## src/rtl/register_display_scanner.sv

```systemverilog
// register_display_scanner
//   Front-panel stage beside the register file. Chooses which register is
//   shown through the register file's debug read port and renders the
//   returned 32-bit word as 8 hex digits on active-low 7-segment outputs.
//   The select is stepped by two debounced push-buttons or by an auto-scan
//   timer, and it wraps within 0..31.
//
// Ports
//   clk             system clock, all state on the rising edge
//   rst_n           asynchronous active-low reset
//   btn_next        raw push-button (active-high, asynchronous, bouncy): select + 1
//   btn_prev        raw push-button (active-high, asynchronous, bouncy): select - 1
//   auto_en         level; 1 = step the select every AUTO_SCAN_CYCLES cycles
//   display_data    register contents for display_select (combinational read)
//   display_select  registered register index presented to the register file
//   hex_out         digit i = hex_out[7i+6:7i] shows nibble i of the data, gfedcba, active-low
module register_display_scanner #(
    parameter int DEBOUNCE_CYCLES  = 500000,
    parameter int AUTO_SCAN_CYCLES = 50000000
) (
    input  logic        clk,
    input  logic        rst_n,
    input  logic        btn_next,
    input  logic        btn_prev,
    input  logic        auto_en,
    input  logic [31:0] display_data,
    output logic [4:0]  display_select,
    output logic [55:0] hex_out
);

    localparam int DEB_W  = (DEBOUNCE_CYCLES  > 1) ? $clog2(DEBOUNCE_CYCLES)  : 1;
    localparam int AUTO_W = (AUTO_SCAN_CYCLES > 1) ? $clog2(AUTO_SCAN_CYCLES) : 1;
    localparam logic [DEB_W-1:0]  DEB_LAST  = DEB_W'(DEBOUNCE_CYCLES - 1);
    localparam logic [AUTO_W-1:0] AUTO_LAST = AUTO_W'(AUTO_SCAN_CYCLES - 1);

    // Bit 0 is the "next" button, bit 1 the "prev" button.
    logic [1:0]             btn_raw;
    logic [1:0]             sync_a;
    logic [1:0]             sync_b;
    logic [1:0]             deb_level;
    logic [1:0][DEB_W-1:0]  deb_cnt;
    logic [1:0]             step_pulse;

    logic [AUTO_W-1:0]      auto_cnt;
    logic                   auto_tick;
    logic                   any_pulse;
    logic [4:0]             next_select;
    logic [31:0]            data_q;

    assign btn_raw = {btn_prev, btn_next};

    // Two-flop synchroniser followed by a debounce counter. The counter only
    // runs while the synchronised level disagrees with the accepted level, so
    // any bounce back to the accepted level restarts the qualification.
    always_ff @(posedge clk or negedge rst_n) begin
        if (!rst_n) begin
            sync_a    <= '0;
            sync_b    <= '0;
            deb_level <= '0;
            deb_cnt   <= '0;
        end else begin
            sync_a <= btn_raw;
            sync_b <= sync_a;
            for (int i = 0; i < 2; i++) begin
                if (sync_b[i] == deb_level[i]) begin
                    deb_cnt[i] <= '0;
                end else if (deb_cnt[i] == DEB_LAST) begin
                    deb_level[i] <= sync_b[i];
                    deb_cnt[i]   <= '0;
                end else begin
                    deb_cnt[i] <= deb_cnt[i] + 1'b1;
                end
            end
        end
    end

    // The step pulse is the cycle in which the accepted level is about to
    // rise, so the select moves on the same edge that deb_level goes high.
    // A release (accepted level falling) never pulses.
    assign step_pulse[0] = sync_b[0] & ~deb_level[0] & (deb_cnt[0] == DEB_LAST);
    assign step_pulse[1] = sync_b[1] & ~deb_level[1] & (deb_cnt[1] == DEB_LAST);
    assign any_pulse     = |step_pulse;

    // Auto-scan interval. A manual step restarts the interval so the display
    // lingers a full period on a register the user just chose.
    assign auto_tick = auto_en && (auto_cnt == AUTO_LAST);

    always_ff @(posedge clk or negedge rst_n) begin
        if (!rst_n) begin
            auto_cnt <= '0;
        end else if (!auto_en || any_pulse || auto_tick) begin
            auto_cnt <= '0;
        end else begin
            auto_cnt <= auto_cnt + 1'b1;
        end
    end

    // Buttons take priority over the tick; both buttons together cancel out.
    always_comb begin
        next_select = display_select;
        case (step_pulse)
            2'b01:   next_select = display_select + 5'd1;
            2'b10:   next_select = display_select - 5'd1;
            2'b11:   next_select = display_select;
            default: begin
                if (auto_tick) begin
                    next_select = display_select + 5'd1;
                end
            end
        endcase
    end

    always_ff @(posedge clk or negedge rst_n) begin
        if (!rst_n) begin
            display_select <= '0;
        end else begin
            display_select <= next_select;
        end
    end

    function automatic logic [6:0] seg7(input logic [3:0] nib);
        logic [6:0] s;
        case (nib)
            4'h0: s = 7'h40;
            4'h1: s = 7'h79;
            4'h2: s = 7'h24;
            4'h3: s = 7'h30;
            4'h4: s = 7'h19;
            4'h5: s = 7'h12;
            4'h6: s = 7'h02;
            4'h7: s = 7'h78;
            4'h8: s = 7'h00;
            4'h9: s = 7'h10;
            4'hA: s = 7'h08;
            4'hB: s = 7'h03;
            4'hC: s = 7'h46;
            4'hD: s = 7'h21;
            4'hE: s = 7'h06;
            default: s = 7'h0E;
        endcase
        return s;
    endfunction

    // Data is sampled every cycle (not only on select changes) so writes to
    // the displayed register show up live, two cycles after they happen.
    always_ff @(posedge clk or negedge rst_n) begin
        if (!rst_n) begin
            data_q  <= '0;
            hex_out <= '1;
        end else begin
            data_q <= display_data;
            for (int i = 0; i < 8; i++) begin
                hex_out[7*i +: 7] <= seg7(data_q[4*i +: 4]);
            end
        end
    end

endmodule
```

## config.mk

```make
export PLATFORM = sky130hd
export DESIGN_NAME = register_display_scanner
export DESIGN_NICKNAME = d
export VERILOG_FILES = /design/src/rtl/register_display_scanner.sv
export SDC_FILE = /design/constraint.sdc
export NUM_CORES = 1
export LEC_CHECK = 0
export BUFFER_PORTS_ARGS = -buffer_cell sky130_fd_sc_hd__buf_2
export CAP_MARGIN = 20
export CELL_PAD_IN_SITES_DETAIL_PLACEMENT = 1
export CELL_PAD_IN_SITES_GLOBAL_PLACEMENT = 2
export CORE_ASPECT_RATIO = 1.75
export CORE_MARGIN = 4
export CORE_UTILIZATION = 35
export CTS_CLUSTER_SIZE = 25
export DETAILED_ROUTE_END_ITERATION = 10
export HOLD_SLACK_MARGIN = 0.02
export PLACE_DENSITY_LB_ADDON = 0.15
export SYNTH_ARGS = -nofsm -noshare
export SYNTH_HDL_FRONTEND = slang
export SYNTH_SLANG_ARGS = --single-unit
```

## constraint.sdc

```tcl
create_clock -name clk -period 2.5 [get_ports clk]
set_clock_uncertainty 0.15 [all_clocks]
set_input_delay 0.375 -clock clk [delete_from_list [all_inputs] [get_ports clk]]
set_output_delay 0.375 -clock clk [all_outputs]
set_load 0.01 [all_outputs]
```

# After elaboration in Yosys (flattened, before gate mapping)
# Memory sizes are Yosys's and may differ from the RTL's. A register that Yosys moved wholly into a read port is not among the register bits.
# Index checks and enable logic that the tools add are counted.
# Widths: inputs -> output; s select.
op_classes:
  n_addsub: 5
  n_mul: 0
  n_div: 0
  magnitude_cmp: 0
  eq_ne: 8
  n_shift: 0
  muxes: 7
  bitwise: 9
  n_reduce_logical: 17
op_table:
  columns: ["cell", "count"]
  rows:
  - ["$mux 19", 4]
  - ["$add 19x1->19 const B", 2]
  - ["$eq 19x19->1 const B", 2]
  - ["$add 26x1->26 const B", 1]
  - ["$eq 26x26->1 const B", 1]
  - ["$mux 26", 1]
  - ["$pmux 5 s3", 1]
  - ["$logic_not 1->1", 9]
  - ["$reduce_and 2->1", 3]
  - ["$add 5x1->5 const B", 1]
  - ["$mux 5", 1]
  - ["$not 1->1", 5]
  - ["$sub 5x1->5 const B", 1]
  - ["$and 1x1->1", 4]
  - ["$eq 2x2->1 const B", 2]
  - ["$reduce_bool 3->1", 1]
  - ["$eq 1x1->1", 2]
  - ["$eq 2x1->1 const B", 1]
  - ["$logic_or 1x1->1", 2]
  - ["$reduce_or 2->1", 1]
  - ["$logic_and 1x1->1", 1]
word_totals:
  reg_bits: 107
  latchBits: 0
  mem_bits_rw: 0
  rom_bits: 896
  inputBits: 37
  out_inout_bits: 61
  n_memories: 8
memory_table:
  columns: ["memory", "words", "width", "rd", "rd_ports_with_merged_regs", "write_ports", "line", "text"]
  rows:
  - ["(no name shown)", 16, 7, 1, 1, 0, "123", "case (nib)"]
  - ["(no name shown)", 16, 7, 1, 1, 0, "123", null]
  - ["(no name shown)", 16, 7, 1, 1, 0, "123", null]
  - ["(no name shown)", 16, 7, 1, 1, 0, "123", null]
  - ["(no name shown)", 16, 7, 1, 1, 0, "123", null]
  - ["(no name shown)", 16, 7, 1, 1, 0, "123", null]
  - ["+2 memories", null, null, null, null, null, null, null]

# Longest topological paths before layout
# Gate-level depths: netlist of run 1.
depth:
  ltp_word: 7
  depth_mapped: 10

# Least setup slack after synthesis of run 1
# OpenSTA, ideal clock, no wires.
synth_timing:
  kind: "reg2reg"
  startpoint: "reg deb_cnt[28] in the netlist's numbering"
  endpoint: "reg display_select[4]"
  setup_ns: 0.080
  t_arrival_ns: 2.471
  required_ns: 2.270
  setup_slack_ns: -0.201
  stages_incl_launch_ff: 9
  path_buffers: 0
  cell_sequence: "dfrtp_1 -> or4b_1 -> or4_4 -> a211oi_2 -> xor2_1 -> ha_1 -> and3_1 -> a32oi_1 -> xnor2_1"
synth_via:
  elab_chain_len: 5
  elab_cells_between_ends: 9
  cone_classes: "4 x eq/ne; 1 x mux; 2 x bitwise; 2 x reduce/logical"
synth_lines:
  columns: ["element", "line", "text"]
  rows:
  - ["from (decl)", "41", "logic [1:0][DEB_W-1:0] deb_cnt;"]
  - ["from (signal, indexed assignment)", "71", "deb_cnt[i] <= deb_cnt[i] + 1'b1;"]
  - ["$eq 19x19->1 *", "81", "assign step_pulse[1] = sync_b[1] & ~deb_level[1] & (deb_cnt[1] == DEB_LAST);"]
  - ["$and 1x1->1 *", "81", null]
  - ["$eq 2x2->1 or $eq 2x1->1 (tied branches)", "101", "case (step_pulse)"]
  - ["$reduce_bool 3->1 (no line) or $not 1->1 (tied branches)", null, null]
  - ["$reduce_and 2->1 (no line)", null, null]
  - ["to (signal assigned)", "117", "display_select <= next_select;"]
  - ["to (decl)", "27", "output logic [4:0] display_select,"]
# Every way passes the cells marked *; elsewhere a longest branch is shown, timed or not.
# A chain may end at the register's enable or synchronous reset.

# Worst setup path in the final report of run 1
layout_timing:
  startpoint: "reg deb_cnt[26] in the netlist's numbering"
  endpoint: "reg display_select[4]"
# Same word-level chain as after synthesis.

==> out/qor.yml, run 1 <==
timing:
  hold-worst-slack_ns: 0.203
  drv_slew: 0
  fin_crit_sh_pct: 107
  setup_viol: 3
  slew_headroom_pct: 68.7
  finalSetupTns_ns: -0.312
  fmax_ghz: 0.376
  period_minus_slack_ns: 2.66
  rsz0062_at_grt: "yes"
  worst_slack_ns: -0.163
  hold_viol_final: 0
  tightest_slew_ns: 0.469
synth:
  ys_warn_count: 0
  syn_area_um2: 7900
  synth_edf_count: 0
  synth-seq-cells: 163
  synthCells: 703
  synthDistinctLibCells: 49
  synthesis.nets: 794
  yosysSeqAreaShare_pct: 52.5
  synth.avg_cell_area_um2: 11.2
  postSynth.asyncResetShare_pct: 100
  ys.flop_type: "dfrtp_1"
power:
  p_per_area_nw_per_um2: 597
  p_leak_nw: 4.52
  ir_worst_vdd_mv: 0.463
  power.total_w: 0.00589
placed_design:
  place_hpwl_um: 13400
  place.gp.congestion: 0.792
  portBuffers: 97
  dpl.cell_count: 1106
cts:
  cts_made_buffers: 17
  h-tree-depth: 4
  clk_latency_ns: 0.42
  clockBufferDepth: 2
  cts_tree: "yes"
  cts_sinks: 163
  clkTransAtPathRegs_ns: 0.06
  cts_root_buf: "clkbuf_16"
route:
  avgRoutedWirePerCell_um: 15.5
  drtIter0Drc: 190
  drc: 0
  wl_um: 18200
  ant_nets: 0
  vias: 5704
  via_per_inst: 4.85
  drtPass1Iterations: 4
flow_run:
  drv_cap: 0
grt:
  overflow: 0
  grt_max_degree: 73
  antenna_found_initial: 0
  grt_first_pass_wirelength_um: 31000
  track_usage_pct: 15.5
  first_global_vias: 6412
critical_path:
  critPathTopFamily: "simple AND/OR/NAND/NOR gates"
  required_ns: 2.65
  reg2reg_depth: 8
  crit_chain: "or4b_4, or4_4, a211oi_4, xor2_1, ha_2, and3_1, a32oi_1, xnor2_1"
  worstReg2RegEnd: "display_select[4]"
  worstSetupStartpoint: "deb_cnt[26]"
  crit_path_top_delay_cell: "or4b_4"
  crit-reg2reg-launch: "deb_cnt[26]"
  cp-start-kind: "flop"
  cp_max_fo: 4
  worstPathArrival_ns: 2.81
  r2r_slack_ns: -0.16
  end_kind: "flop"
  worstSetupPathType: "reg2reg"
  cpPeakStageDelay_ns: 0.54
  worst-path-buf-inv: 0
  cp.depth: 8
  crit_end: "display_select[4]"
final_layout:
  multi_input_area_um2: 3520
  register_area_um2: 4150
  final_cell_count_no_fill: 1176
  antenna_cells: 0
  drive_gt1_share_pct: 28.3
  syn_to_final_growth_pct: 24.9
  fin_nets: 958
  fin_util_pct: 44.5
  nFillCells: 2485
floorplan:
  coreArea_um2: 22200
  dieArea_um2: 25100
  ioPinCount: 98
  rows: 72
  dieWidth_um: 122
  die_h_um: 207
  start_util_pct: 35.6
outcome:
  status: "finished, violations left"
  violations: "negative setup slack"
worst_hold_path:
  worstHoldPathType: "reg2reg"
metrics by stage:
| step | cell area (um^2) | setup slack, ns |
|---|---|---|
| finish | 9870 | -0.163 |
| global route | 9870 | -0.236 |
| CTS | 9850 | -0.156 |
| detailed placement | 8940 | -0.166 |
| global placement | 8940 | -0.0891 |
| floorplan | 7910 | -0.107 |
state kept, by name, indices dropped and copies added, names as in the netlist:
name and cells:
sync_a 2, deb_cnt 38, data_q 32, display_select 5
deb_level 2, hex_out 56, auto_cnt 26, sync_b 2
layer usage:
layer	vias up	global-route usage (%)	wire, um
li1	2727	-	-
met1	2873	16.0	6870
met2	83	30.1	10400
met3	21	3.49	572
met4	0	5.33	313
met5	-	0	0
cells in the mapped netlist (2+ instances only):
library cell  count  area [um^2]
nor2_1          110          413
dfrtp_1         107         2680
dfstp_2          56         1470
ha_1             54          676
inv_1            39          146
xnor2_1          38          333
nand2_1          25         93.8
xor2_1           24          210
mux2i_1          23          230
nand3_1          23          115
nor2b_1          15         93.8
a22o_1           14          123
nand4_1          14         87.6
o21ai_0          14         70.1
a21oi_1          12         60.1
nor3_1           11         55.1
and3_1           10         62.6
nor4_1            9         56.3
clkbuf_1          8         30.0
mux4_2            8          180
a32o_1            6         60.1
buf_1             6         22.5
mux2_2            6         67.6
nand2b_1          6         37.5
o22ai_1           6         37.5
or3b_2            6         52.6
and4_1            5         43.8
o31ai_1           5         37.5
or2_2             5         31.3
or4_1             5         37.5
buf_2             4         20.0
a21o_1            3         22.5
a32oi_1           3         26.3
and2_1            3         18.8
or4b_1            3         30.0
buf_6             2         22.5
o211ai_1          2         15.0
o31a_1            2         17.5
worst register-to-register path, delay by kind of cell (launching register included):
| family | cells | cell delay, ns |
|---|---|---|
| AND/OR/NAND/NOR | 3 | 1.16 |
| XOR/XNOR | 2 | 0.32 |
| flip-flops | 1 | 0.38 |
| AO/OA/AOI/OAI | 2 | 0.33 |
| adder cells (fa/ha/maj) | 1 | 0.23 |
repair_timing:
item	4_1_cts	5_1_grt
gates resized for setup	2	1
hold buffers	35	0
setup endpoints to repair	3	3
endpoints found under the hold margin	53	0
setup buffers	2	1
pin swaps	3	2
worst min path at each step:
stage / to / startpoint / cells after the start
6_report: sync_b[1] / sync_a[1] / 0
3_3_place_gp: data_q[19] / rst_n / 1
4_1_cts: sync_b[1] / sync_a[1] / 0
2_1_floorplan: auto_cnt[0] / rst_n / 0
5_1_grt: sync_b[0] / sync_a[0] / 0
3_5_place_dp: data_q[17] / rst_n / 1
cell type report:
| class | count | share of cell area, % |
|---|---|---|
| inverter | 39 | 1.48 |
| tap | 296 | 3.75 |
| clock buffer | 22 | 4.60 |
| clock inverter | 10 | 0.875 |
| sequential | 163 | 42.1 |
| timing repair buffer | 166 | 11.5 |
| multi-input combinational | 480 | 35.7 |
logic make-up (layout without fill, tap and decap cells):
kind of cell / count (synthesis) / in the layout / synth area share [%]
AND/OR/NAND/NOR: 256 / 256 / 16.3
flip-flops: 163 / 163 / 52.5
AO/OA/AOI/OAI: 70 / 70 / 6.37
XOR/XNOR: 62 / 62 / 6.87
buffers and inverters: 60 / 237 / 3.15
adder cells (fa/ha/maj): 54 / 54 / 8.55
multiplexers: 38 / 38 / 6.24
where the power goes:
| group | switching (W) | leakage, nW | internal (W) |
|---|---|---|---|
| Combinational | 0.000294 | 2.27 | 0.000267 |
| Sequential | 0.000101 | 1.99 | 0.00282 |
| Clock | 0.00103 | 0.260 | 0.00139 |
| Total | 0.00142 | 4.52 | 0.00447 |
layout by cell type, fill, tap and decap left out, types with 8 or more instances in the layout:
cell type,synthesis,layout
nor2_1,110,110
dfstp_2,56,56
inv_1,39,39
mux2i_1,23,23
dlygate4sd3_1,0,35
nand2_1,25,25
ha_1,54,53
xnor2_1,38,38
nor3_1,11,11
mux4_2,8,8
nand4_1,14,14
nand3_1,23,23
clkbuf_16,0,17
a22o_1,14,14
a21oi_1,12,12
xor2_1,24,24
nor2b_1,15,15
buf_4,1,31
o21ai_0,14,14
buf_2,4,96
dfrtp_1,107,107
nor4_1,9,8
and3_1,10,10
No activity file was read; power rests on OpenSTA's default activity.
==> inputs of run 2 (changes only) <==
==> config.mk (replaced) <==
export PLATFORM = sky130hd
export DESIGN_NAME = register_display_scanner
export DESIGN_NICKNAME = d
export VERILOG_FILES = /design/src/rtl/register_display_scanner.sv
export SDC_FILE = /design/constraint.sdc
export NUM_CORES = 1
export LEC_CHECK = 0
export BUFFER_PORTS_ARGS = -buffer_cell sky130_fd_sc_hd__buf_4
export CAP_MARGIN = 20
export CORE_ASPECT_RATIO = 1.75
export CORE_MARGIN = 4
export CORE_UTILIZATION = 53
export CTS_CLUSTER_SIZE = 25
export DETAILED_ROUTE_END_ITERATION = 10
export GPL_ROUTABILITY_DRIVEN = 0
export HOLD_SLACK_MARGIN = 0.02
export PLACE_DENSITY_LB_ADDON = 0.15
export SYNTH_ARGS = -nofsm -noshare
export SYNTH_HDL_FRONTEND = slang
export SYNTH_SLANG_ARGS = --single-unit
==> run 2 against run 1 <==
Compared with the run above: sequential cell count stayed put; critical endpoint unchanged; highest routed layer unchanged; sequential share of layout area fell by 0.34 points; critical path type unchanged; the flow still finishes with violations (negative setup slack); global-route usage rose by 4.9 points; setup slack got worse by 0.049 ns.
==> out/qor.yml, run 2 (synthesis gave the netlist of run 1 again) <==
outcome:
  status: "finished, violations left"  # unchanged
  violations: "negative setup slack"  # unchanged
grt:
  track_usage_pct: 20.4  # was 15.5%
  overflow: 0  # unchanged
  grt_max_degree: 49  # was 73
  grt_first_pass_wirelength_um: 28000  # was 31000 um
  antenna_found_initial: 0  # unchanged
  first_global_vias: 6016  # was 6412
placed_design:
  place_hpwl_um: 11500  # was 13400 um
  dp_slack_ns: -0.190  # was -0.166 ns
  placed_area_um2: 9010  # was 8940 um^2
  portBuffers: 97  # unchanged
critical_path:
  required_ns: 2.64  # was 2.65 ns
  crit-reg2reg-launch: "deb_cnt[26]"  # unchanged
  worstSetupPathType: "reg2reg"  # unchanged
  r2r_slack_ns: -0.21  # was -0.16 ns
  cp_max_fo: 4  # unchanged
  worstPathArrival_ns: 2.85  # was 2.81 ns
  crit_path_top_delay_cell: "or4b_4"  # unchanged
  cp-start-kind: "flop"  # unchanged
  end_kind: "flop"  # unchanged
  cpPeakStageDelay_ns: 0.54  # about the same
  worstSetupStartpoint: "deb_cnt[26]"  # unchanged
  crit_chain: "or4b_4, or4_4, a211oi_4, xor2_1, ha_2, nor4_1, a32oi_1, xnor2_1"  # was or4b_4, or4_4, a211oi_4, xor2_1, ha_2, and3_1, a32oi_1, xnor2_1
  critPathTopFamily: "simple AND/OR/NAND/NOR gates"  # unchanged
  worst-path-buf-inv: 0  # unchanged
cts:
  cts_root_buf: "clkbuf_16"  # unchanged
  cts_tree: "yes"  # unchanged
  clockBufferDepth: 2  # unchanged
  clkTransAtPathRegs_ns: 0.07  # was 0.06 ns
  cts_made_buffers: 17  # unchanged
  clk_latency_ns: 0.42  # about the same
  h-tree-depth: 4  # unchanged
  cts_sinks: 163  # unchanged
worst_hold_path:
  worstHoldPathType: "reg2reg"  # unchanged
  worstHoldStart: "sync_a[0]"  # was sync_a[1]
floorplan:
  start_util_pct: 54.4  # was 35.6%
  die_h_um: 169  # was 207 um
  coreArea_um2: 14500  # was 22200 um^2
  dieWidth_um: 100  # was 122 um
  ioPinCount: 98  # unchanged
  rows: 58  # was 72
  dieArea_um2: 17000  # was 25100 um^2
final_layout:
  antenna_cells: 0  # unchanged
  nFillCells: 1059  # was 2485
  final_common_cell: "buf_4"  # was nor2_1
  register_area_um2: 4150  # unchanged
  final_cell_mix: "buf_4, nor2_1, dfrtp_1, dfstp_2, ha_1"  # was nor2_1, dfrtp_1, buf_2, dfstp_2, ha_1
  stdcell_area_um2: 9950  # was 9870 um^2
  fin_nets: 954  # was 958
  syn_to_final_growth_pct: 25.9  # was 24.9%
  multi_input_area_um2: 3510  # was 3520 um^2
  drive_gt1_share_pct: 28.1  # was 28.3%
  regMostFlops: "hex_out"  # unchanged
  largest_reg_flops: 56  # unchanged
  reg_top3: "hex_out: 56 flops, deb_cnt: 38 flops, data_q: 32 flops"  # unchanged
route:
  drtPass1Iterations: 5  # was 4
  vias: 5681  # was 5704
  drtIter0Drc: 246  # was 190
  avgRoutedWirePerCell_um: 15.3  # was 15.5 um
  via_per_inst: 5.38  # was 4.85
  ant_nets: 0  # unchanged
  wl_um: 16200  # was 18200 um
  drc: 0  # unchanged
timing:
  slew_headroom_pct: 61.2  # was 68.7%
  rsz0062_at_grt: "yes"  # unchanged
  fmax_ghz: 0.369  # was 0.376 GHz
  period_minus_slack_ns: 2.71  # was 2.66 ns
  tightest_slew_ns: 0.576  # was 0.469 ns
  setup_viol: 3  # unchanged
  finalSetupTns_ns: -0.396  # was -0.312 ns
  hold_viol_final: 0  # unchanged
  fin_crit_sh_pct: 108  # was 107%
  drv_slew: 0  # unchanged
  worst_slack_ns: -0.212  # was -0.163 ns
flow_run:
  drv_cap: 0  # unchanged
power:
  p_leak_nw: 4.56  # was 4.52 nW
  power.total_w: 0.00601  # was 0.00589 W
  p_per_area_nw_per_um2: 604  # was 597 nW/um^2
  ir_worst_vdd_mv: 0.353  # was 0.463 mV
## run 2: changes by cell type in the layout (fill, tap and decap cells not counted), sizes merged
| cell | delta |
|---|---|
| inv | +6 |
| clkinvlp | +1 |
| clkbuf | -3 |
| bufinv | -1 |
| buf | -4 |
| clkinv | -3 |
## run 2: path summary, 6_finish.rpt
path | end | cells past startpoint
min in group asynchronous | data_q[26] | 2
hold reg to reg | sync_b[0] | 0
max in group asynchronous | hex_out[5] | 3
setup / recovery | display_select[4] | 8
setup reg to reg | display_select[4] | 8
hold / removal | sync_b[0] | 0
## run 2: per-layer routing
layer	track usage (%)	wire length, um
met3	3.37	561
met5	0	0
met2	37.4	9000
met4	8.39	339
met1	23.0	6290
## run 2: final cells by class
| type | count | area share [%] |
|---|---|---|
| Tap cell | 180 | 2.26 |
| Inverter | 39 | 1.47 |
| Clock inverter | 13 | 1.12 |
| Timing Repair Buffer | 162 | 13.5 |
| Sequential cell | 163 | 41.7 |
| Clock buffer | 19 | 4.57 |
| Multi-Input combinational cell | 480 | 35.3 |
## run 2: metrics by stage
stage / util, % / hold WS (ns) / instances
2_1_floorplan: - / -0.0706 / 703
3_3_place_gp: 62.1 / 0.154 / 987
3_5_place_dp: 62.1 / 0.158 / 987
4_1_cts: 68.5 / 0.215 / 1055
5_1_grt: 68.5 / 0.228 / 1056
6_report: 68.5 / 0.211 / 1056
## run 2: what timing repair did
| item | 4_1_cts | 5_1_grt |
|---|---|---|
| setup endpoints to repair | 3 | 3 |
| cloned | 0 | 0 |
| setup buffers | 1 | 1 |
| hold buffers | 35 | 0 |
| endpoints found under the hold margin | 68 | 0 |
| pin swaps | 1 | 3 |
| gates resized for setup | 1 | 0 |
## run 2: report_power, final
group | total, W | leakage, nW | switching, W | internal [W]
Combinational | 0.000616 | 2.30 | 0.000291 | 0.000324
Clock | 0.00247 | 0.265 | 0.00112 | 0.00136
Sequential | 0.00292 | 1.99 | 0.000104 | 0.00282
## run 2: worst reg2reg max path, stage by stage, from the launching register on
cell,delay (ns)
dfrtp_1,0.38
or4b_4,0.54
or4_4,0.46
a211oi_4,0.20
xor2_1,0.11
ha_2,0.22
nor4_1,0.25
a32oi_1,0.12
xnor2_1,0.16
